**config.mk**
```make
export PLATFORM = sky130hd
export DESIGN_NAME = fp_mul_arbiter
export DESIGN_NICKNAME = d
export VERILOG_FILES = /design/src/rtl/fp_mul_arbiter_pkg.sv /design/src/rtl/fp_tag_fifo.sv /design/src/rtl/fp_mul_arbiter.sv
export SDC_FILE = /design/constraint.sdc
export NUM_CORES = 1
export LEC_CHECK = 0
export ABC_AREA = 1
export CAP_MARGIN = 10
export CORE_AREA = 2 2 164 166
export DETAILED_ROUTE_END_ITERATION = 10
export DIE_AREA = 0 0 166 168
export GPL_TIMING_DRIVEN = 0
export SYNTH_ARGS = -nofsm -noshare
export SYNTH_HDL_FRONTEND = slang
export SYNTH_SLANG_ARGS = --single-unit
export TNS_END_PERCENT = 5
```
**constraint.sdc**
```tcl
create_clock -name clk -period 8.1 [get_ports clk]
set_input_delay 1.62 -clock clk [delete_from_list [all_inputs] [get_ports clk]]
set_output_delay 1.62 -clock clk [all_outputs]
set_load 0.02 [all_outputs]
```
**src/rtl/fp_mul_arbiter_pkg.sv**
```systemverilog
// Shared constants for the FP multiplier front-end: requester count, tag depth, flag width.
// Pure definitions; no logic, no latency, no backpressure.
package fp_mul_arbiter_pkg;

    localparam int FP_NUM_REQ   = 4;
    localparam int FP_TAG_DEPTH = 8;
    localparam int FP_FLAG_W    = 5;
    localparam int FP_WORD_W    = 32;

    function automatic int unsigned wrap_inc(input int unsigned idx, input int unsigned n);
        return (idx + 1) % n;
    endfunction

endpackage

```
**src/rtl/fp_tag_fifo.sv**
```systemverilog
// Requester-id FIFO: zero-latency head, one-cycle push-to-visible.
// Push refused when full unless a pop lands in the same cycle.
module fp_tag_fifo #(
    parameter int DEPTH = 8,
    parameter int W     = 2,
    localparam int AW   = (DEPTH > 1) ? $clog2(DEPTH) : 1,
    localparam int CW   = $clog2(DEPTH) + 1
) (
    input  logic          clk,
    input  logic          rst_n,
    input  logic          push,
    input  logic [W-1:0]  push_dat,
    input  logic          pop,
    output logic          full,
    output logic          empty,
    output logic [W-1:0]  head,
    output logic [CW-1:0] count
);

    logic [W-1:0]  mem_q [DEPTH];
    logic [W-1:0]  mem_d [DEPTH];
    logic [AW-1:0] wr_ptr_q, wr_ptr_d;
    logic [AW-1:0] rd_ptr_q, rd_ptr_d;
    logic [CW-1:0] count_q, count_d;
    logic          push_ok;
    logic          pop_ok;

    assign full    = (count_q == CW'(DEPTH));
    assign empty   = (count_q == '0);
    assign head    = mem_q[rd_ptr_q];
    assign count   = count_q;
    // When full, the slot being popped this cycle is the one the push reuses.
    assign pop_ok  = pop && !empty;
    assign push_ok = push && (!full || pop_ok);

    always_comb begin
        mem_d    = mem_q;
        wr_ptr_d = wr_ptr_q;
        rd_ptr_d = rd_ptr_q;
        count_d  = count_q;
        if (push_ok) begin
            mem_d[wr_ptr_q] = push_dat;
            wr_ptr_d        = wr_ptr_q + AW'(1);
        end
        if (pop_ok) begin
            rd_ptr_d = rd_ptr_q + AW'(1);
        end
        case ({push_ok, pop_ok})
            2'b10:   count_d = count_q + CW'(1);
            2'b01:   count_d = count_q - CW'(1);
            default: count_d = count_q;
        endcase
    end

    always_ff @(posedge clk or negedge rst_n) begin
        if (!rst_n) begin
            for (int i = 0; i < DEPTH; i++) begin
                mem_q[i] <= '0;
            end
            wr_ptr_q <= '0;
            rd_ptr_q <= '0;
            count_q  <= '0;
        end else begin
            mem_q    <= mem_d;
            wr_ptr_q <= wr_ptr_d;
            rd_ptr_q <= rd_ptr_d;
            count_q  <= count_d;
        end
    end

endmodule

```
**src/rtl/fp_mul_arbiter.sv**
```systemverilog
// Round-robin front-end sharing one FP multiplier; zero added latency, in-order responses.
// A stalled grant is locked until issue; tag FIFO full blocks issue; rsp_ready of the head gates the multiplier.
module fp_mul_arbiter
    import fp_mul_arbiter_pkg::*;
#(
    parameter int NUM_REQ   = FP_NUM_REQ,
    parameter int TAG_DEPTH = FP_TAG_DEPTH
) (
    input  logic                      clk,
    input  logic                      rst_n,
    input  logic [NUM_REQ-1:0]        req_valid,
    output logic [NUM_REQ-1:0]        req_ready,
    input  logic [NUM_REQ*32-1:0]     req_op_a,
    input  logic [NUM_REQ*32-1:0]     req_op_b,
    input  logic [NUM_REQ-1:0]        req_mode_fp,
    output logic                      mul_start,
    input  logic                      mul_ready,
    output logic [FP_WORD_W-1:0]      mul_op_a,
    output logic [FP_WORD_W-1:0]      mul_op_b,
    output logic                      mul_mode_fp,
    input  logic                      mul_valid,
    output logic                      mul_ready_in,
    input  logic [FP_WORD_W-1:0]      mul_result,
    input  logic [FP_FLAG_W-1:0]      mul_flags,
    output logic [NUM_REQ-1:0]        rsp_valid,
    input  logic [NUM_REQ-1:0]        rsp_ready,
    output logic [FP_WORD_W-1:0]      rsp_result,
    output logic [FP_FLAG_W-1:0]      rsp_flags,
    output logic                      busy,
    output logic                      err_orphan
);

    localparam int ID_W = (NUM_REQ > 1) ? $clog2(NUM_REQ) : 1;
    localparam int CW   = $clog2(TAG_DEPTH) + 1;

    logic [ID_W-1:0]      rr_ptr_q, rr_ptr_d;
    logic                 lock_q, lock_d;
    logic [ID_W-1:0]      lock_id_q, lock_id_d;
    logic                 err_orphan_q, err_orphan_d;

    logic [FP_WORD_W-1:0] op_a_arr [NUM_REQ];
    logic [FP_WORD_W-1:0] op_b_arr [NUM_REQ];
    logic [ID_W-1:0]      rr_idx;
    logic [ID_W-1:0]      rr_grant;
    logic                 rr_found;
    logic                 lock_hold;
    logic [ID_W-1:0]      grant;
    logic                 any_req;
    logic                 slot_free;
    logic                 issue;
    logic                 pop;

    logic                 tag_full;
    logic                 tag_empty;
    logic [ID_W-1:0]      tag_head;
    logic [CW-1:0]        tag_count;

    always_comb begin
        for (int i = 0; i < NUM_REQ; i++) begin
            op_a_arr[i] = req_op_a[32*i +: 32];
            op_b_arr[i] = req_op_b[32*i +: 32];
        end
    end

    // First valid requester at or after rr_ptr, wrapping.
    always_comb begin
        rr_idx   = '0;
        rr_grant = rr_ptr_q;
        rr_found = 1'b0;
        for (int k = 0; k < NUM_REQ; k++) begin
            rr_idx = ID_W'((int'(rr_ptr_q) + k) % NUM_REQ);
            if (!rr_found && req_valid[rr_idx]) begin
                rr_found = 1'b1;
                rr_grant = rr_idx;
            end
        end
    end

    // A locked requester that withdrew its request falls back to normal arbitration.
    assign lock_hold = lock_q && req_valid[lock_id_q];
    assign grant     = lock_hold ? lock_id_q : rr_grant;
    assign any_req   = lock_hold || rr_found;

    assign mul_ready_in = rst_n && (tag_empty || rsp_ready[tag_head]);
    assign pop          = mul_valid && mul_ready_in && !tag_empty;
    assign slot_free    = (tag_count < CW'(TAG_DEPTH)) || pop;
    assign mul_start    = rst_n && any_req && slot_free;
    assign issue        = mul_start && mul_ready;

    assign mul_op_a    = op_a_arr[grant];
    assign mul_op_b    = op_b_arr[grant];
    assign mul_mode_fp = req_mode_fp[grant];

    always_comb begin
        req_ready = '0;
        rsp_valid = '0;
        if (issue) begin
            req_ready[grant] = 1'b1;
        end
        if (rst_n && mul_valid && !tag_empty) begin
            rsp_valid[tag_head] = 1'b1;
        end
    end

    assign rsp_result = mul_result;
    assign rsp_flags  = mul_flags;
    assign busy       = (tag_count != '0);
    assign err_orphan = err_orphan_q;

    always_comb begin
        rr_ptr_d     = issue ? ID_W'(wrap_inc(32'(grant), NUM_REQ)) : rr_ptr_q;
        lock_d       = mul_start && !mul_ready;
        lock_id_d    = lock_d ? grant : lock_id_q;
        err_orphan_d = err_orphan_q || (mul_valid && tag_empty);
    end

    always_ff @(posedge clk or negedge rst_n) begin
        if (!rst_n) begin
            rr_ptr_q     <= '0;
            lock_q       <= 1'b0;
            lock_id_q    <= '0;
            err_orphan_q <= 1'b0;
        end else begin
            rr_ptr_q     <= rr_ptr_d;
            lock_q       <= lock_d;
            lock_id_q    <= lock_id_d;
            err_orphan_q <= err_orphan_d;
        end
    end

    fp_tag_fifo #(
        .DEPTH (TAG_DEPTH),
        .W     (ID_W)
    ) u_tag_fifo (
        .clk      (clk),
        .rst_n    (rst_n),
        .push     (issue),
        .push_dat (grant),
        .pop      (pop),
        .full     (tag_full),
        .empty    (tag_empty),
        .head     (tag_head),
        .count    (tag_count)
    );

    logic unused_full;
    assign unused_full = tag_full;

endmodule

```
==> run_results.csv <==
group,metric,value,unit
worst_hold_path,worstHoldStart,"err_orphan",
setup_path,crit_path_cell_trace,"clkdlybuf4s50_1 -> inv_1 -> o21ai_1 -> nand2_1 -> nand2_2 -> nand3_1 -> nand2_1 -> nand2_1 -> nand3_1 -> nand2_1 -> o21ai_2 -> buf_2 -> buf_2 -> o211ai_1 -> nand2_1 -> clkdlybuf4s50_1",
synth,synth-seq-area-share,15.2,%
global_routing,grt_overflow,0,
final_layout,area_delta_synth_final,84.0,%
clock_network,clock_sinks,32,
worst_hold_path,min_path_cells,1,
synth,syn_nets,1164,
die,dieArea,27900,µm²
sta,rsz0062_at_grt,"no",
clock_network,cts-resized-gates,0,
die,ios,423,
clock_network,clk_latency,0.27,ns
synth,netlist_area,5280,µm²
synth,synth.distinct_cells,33,
setup_path,reg2reg_to,"u_tag_fifo.count[3]",
setup_path,r2r-start,"u_tag_fifo.rd_ptr_q[0]",
setup_path,startpoint_type,"input pin",
setup_path,rrSetupSlack,4.61,ns
worst_hold_path,min_to,"err_orphan",
synth,synth_edf_count,0,
setup_path,worst_path_most_repeated_cell,"nand2_1",
global_routing,grt_max_degree,36,
placed_design,numPortBuffers,384,
detailed_routing,wl_per_cell,16.6,µm
setup_path,end_kind,"primary output",
detailed_routing,drt_iter0_drc,284,
die,die_h,168,µm
clock_network,clkTransAtPathRegs,0.05,ns
setup_path,cp.required,6.48,ns
sta,slew_viol_final,0,
outcome,status,"complete, no violations",
placed_design,gp_congestion,0.842,
detailed_routing,vias,6798,
sta,setup_viol,0,
clock_network,cts_hold_repair.buffers,0,
synth,synth_ff_type,"dfrtp_1",
clock_network,clk_path_buf_depth,2,
sta,fin_skew,0.00553,ns
detailed_routing,drc,0,
clock_network,cts_setup_buffers,0,
sta,setup_tns,0,ns
setup_path,cp_max_fo,10,
sta,fmaxAchievable,156,MHz
sta,fin_crit_sh,79.1,%
global_routing,antenna_found_initial,5,
placed_design,dp.final_hpwl,22000,µm
sta,fin_crit,6.41,ns
final_layout,layout-drive-gt1-share,13.9,%
detailed_routing,wirelength,26300,µm
synth,ys_warn_count,0,
clock_network,numCtsBuffers,5,
synth,ys_async_sr_fraction,100,%
flow_run,maxCapViolCount,0,
worst_hold_path,hold_class,"reg2reg",
setup_path,worst_ep_arrival_time,4.79,ns
die,start_util,20.1,%
die,fp.dieW,166,µm
setup_path,crit_path_top_delay_cell,"clkdlybuf4s50_1",
global_routing,grt_pass1_wl,38800,µm
synth,synth_cells,845,
synth,avgSynthCellArea,6.25,µm²
clock_network,htree_levels,2,
detailed_routing,first_pass_iters,5,
setup_path,critPathMaxStageDelay,0.66,ns
detailed_routing,ant_nets,0,
clock_network,cts_tree,"done",
detailed_routing,vias_per_cell,4.30,
sta,hold_viol_final,0,
die,num_rows,60,
setup_path,ff2ff_path_depth,22,
sta,slew_headroom,49.4,%
global_routing,grt_pass1_vias,6698,
clock_network,cts_root_buf,"clkbuf_16",
final_layout,fin_nets,1555,
synth,ys_seq_elements,32,
die,core,26400,µm²
global_routing,grt_use_total,17.8,%
setup_path,crit_type,"in2out",
sta,worst_pin_slew,0.759,ns
layout by cell type, fill, tap and decap left out, types with 2 or more instances in the layout:
cell type,n
clkdlybuf4s50_1,383
nand2_1,309
inv_1,162
o211ai_2,68
o211ai_1,62
buf_4,40
dfrtp_1,32
nand4_1,25
buf_2,21
nand3_1,20
nor2_1,17
buf_6,15
clkbuf_1,12
ha_1,9
o21ai_1,8
o21ai_0,8
inv_2,7
nand2_2,6
nor3_1,5
clkbuf_16,5
xor2_1,4
diode_2,3
nor2_4,2
o21ai_2,2
xnor2_1,2
synthesized netlist by cell type, types with 4 or more instances:
library cell,instances,area [µm²]
nor3_1,5,25.0
o21ai_1,8,40.0
ha_1,9,113
buf_2,20,100
xor2_1,4,35.0
nand3_1,20,100
o211ai_2,68,851
nand2_1,309,1160
nand2_2,6,37.5
buf_4,40,300
inv_2,7,26.3
clkbuf_1,11,41.3
dfrtp_1,32,801
o211ai_1,62,465
o21ai_0,8,40.0
buf_6,15,169
inv_1,162,608
nand4_1,25,156
nor2_1,17,63.8
flip-flops by register name, summed over array words and instances, names as in the netlist:
| signal | count |
|---|---|
| lock_id_q | 2 |
| u_tag_fifo.count | 4 |
| lock_q | 1 |
| u_tag_fifo.rd_ptr_q | 3 |
| err_orphan | 1 |
| u_tag_fifo.mem_q | 16 |
| rr_ptr_q | 2 |
| u_tag_fifo.wr_ptr_q | 3 |
final cells by class:
cell class	instances	area [µm²]
diodes	3	7.51
plain buffers	87	614
clock buffers	6	129
clock inverters	2	35.0
fillers	2787	16600
inverters	170	641
multi-input cells	556	3230
flip-flops and latches	32	801
well taps	341	427
repair buffers	384	3840
critical path: cells and delay by family:
family          cells  cell delay [ns]
compound gates      3             0.49
simple gates        8             0.71
buf+inv             5             1.95
how the worst max path moves through the flow:
stage                       from           end  slack (ns)  cells past startpoint
global placement           rst_n  req_ready[0]        1.35                      8
detailed placement  req_valid[3]   mul_op_a[1]        1.67                     16
finish              req_valid[1]   mul_op_b[6]        1.69                     16
floorplan           req_valid[3]  req_ready[3]        3.26                     16
CTS                 req_valid[3]   mul_op_a[1]        1.67                     16
global route        req_valid[1]  mul_op_a[15]        1.43                     16
routing by layer:
layer | global-route usage [%] | routed length (µm) | vias to the layer above
met2 | 32.0 | 13200 | 233
met3 | 3.93 | 1610 | 35
li1 | - | - | 3447
met1 | 21.5 | 10800 | 3081
met4 | 4.57 | 700 | 2
met5 | 0 | 11 | -
through the flow:
stage                     cell area [µm²]  hold WS [ns]  std cells  utilization (%)  setup slack [ns]
final                                9720         0.475       1581             36.9              1.69
after global routing                 9720         0.494       1581             36.9              1.43
after CTS                            9710         0.484       1578             36.9              1.67
after detailed placement             9550         0.470       1570             36.2              1.67
after global placement               9550         0.460       1570             36.3              1.35
after floorplan                      5280         0.450        845                -              3.26
logic make-up (layout without fill, tap and decap cells):
kind of cell             Yosys count  in the layout  share of synthesized area (%)
flip-flops                        32             32                           15.2
other                              0              3                              0
AND/OR/NAND/NOR                  387            387                           30.0
XOR/XNOR                           6              6                          0.995
adder cells (fa/ha/maj)           10             10                           2.51
buffers and inverters            257            649                           23.8
AO/OA/AOI/OAI                    153            153                           27.6
Power is not shown: default switching activity piles up to over one toggle a cycle in this logic, so the estimate is an artifact.
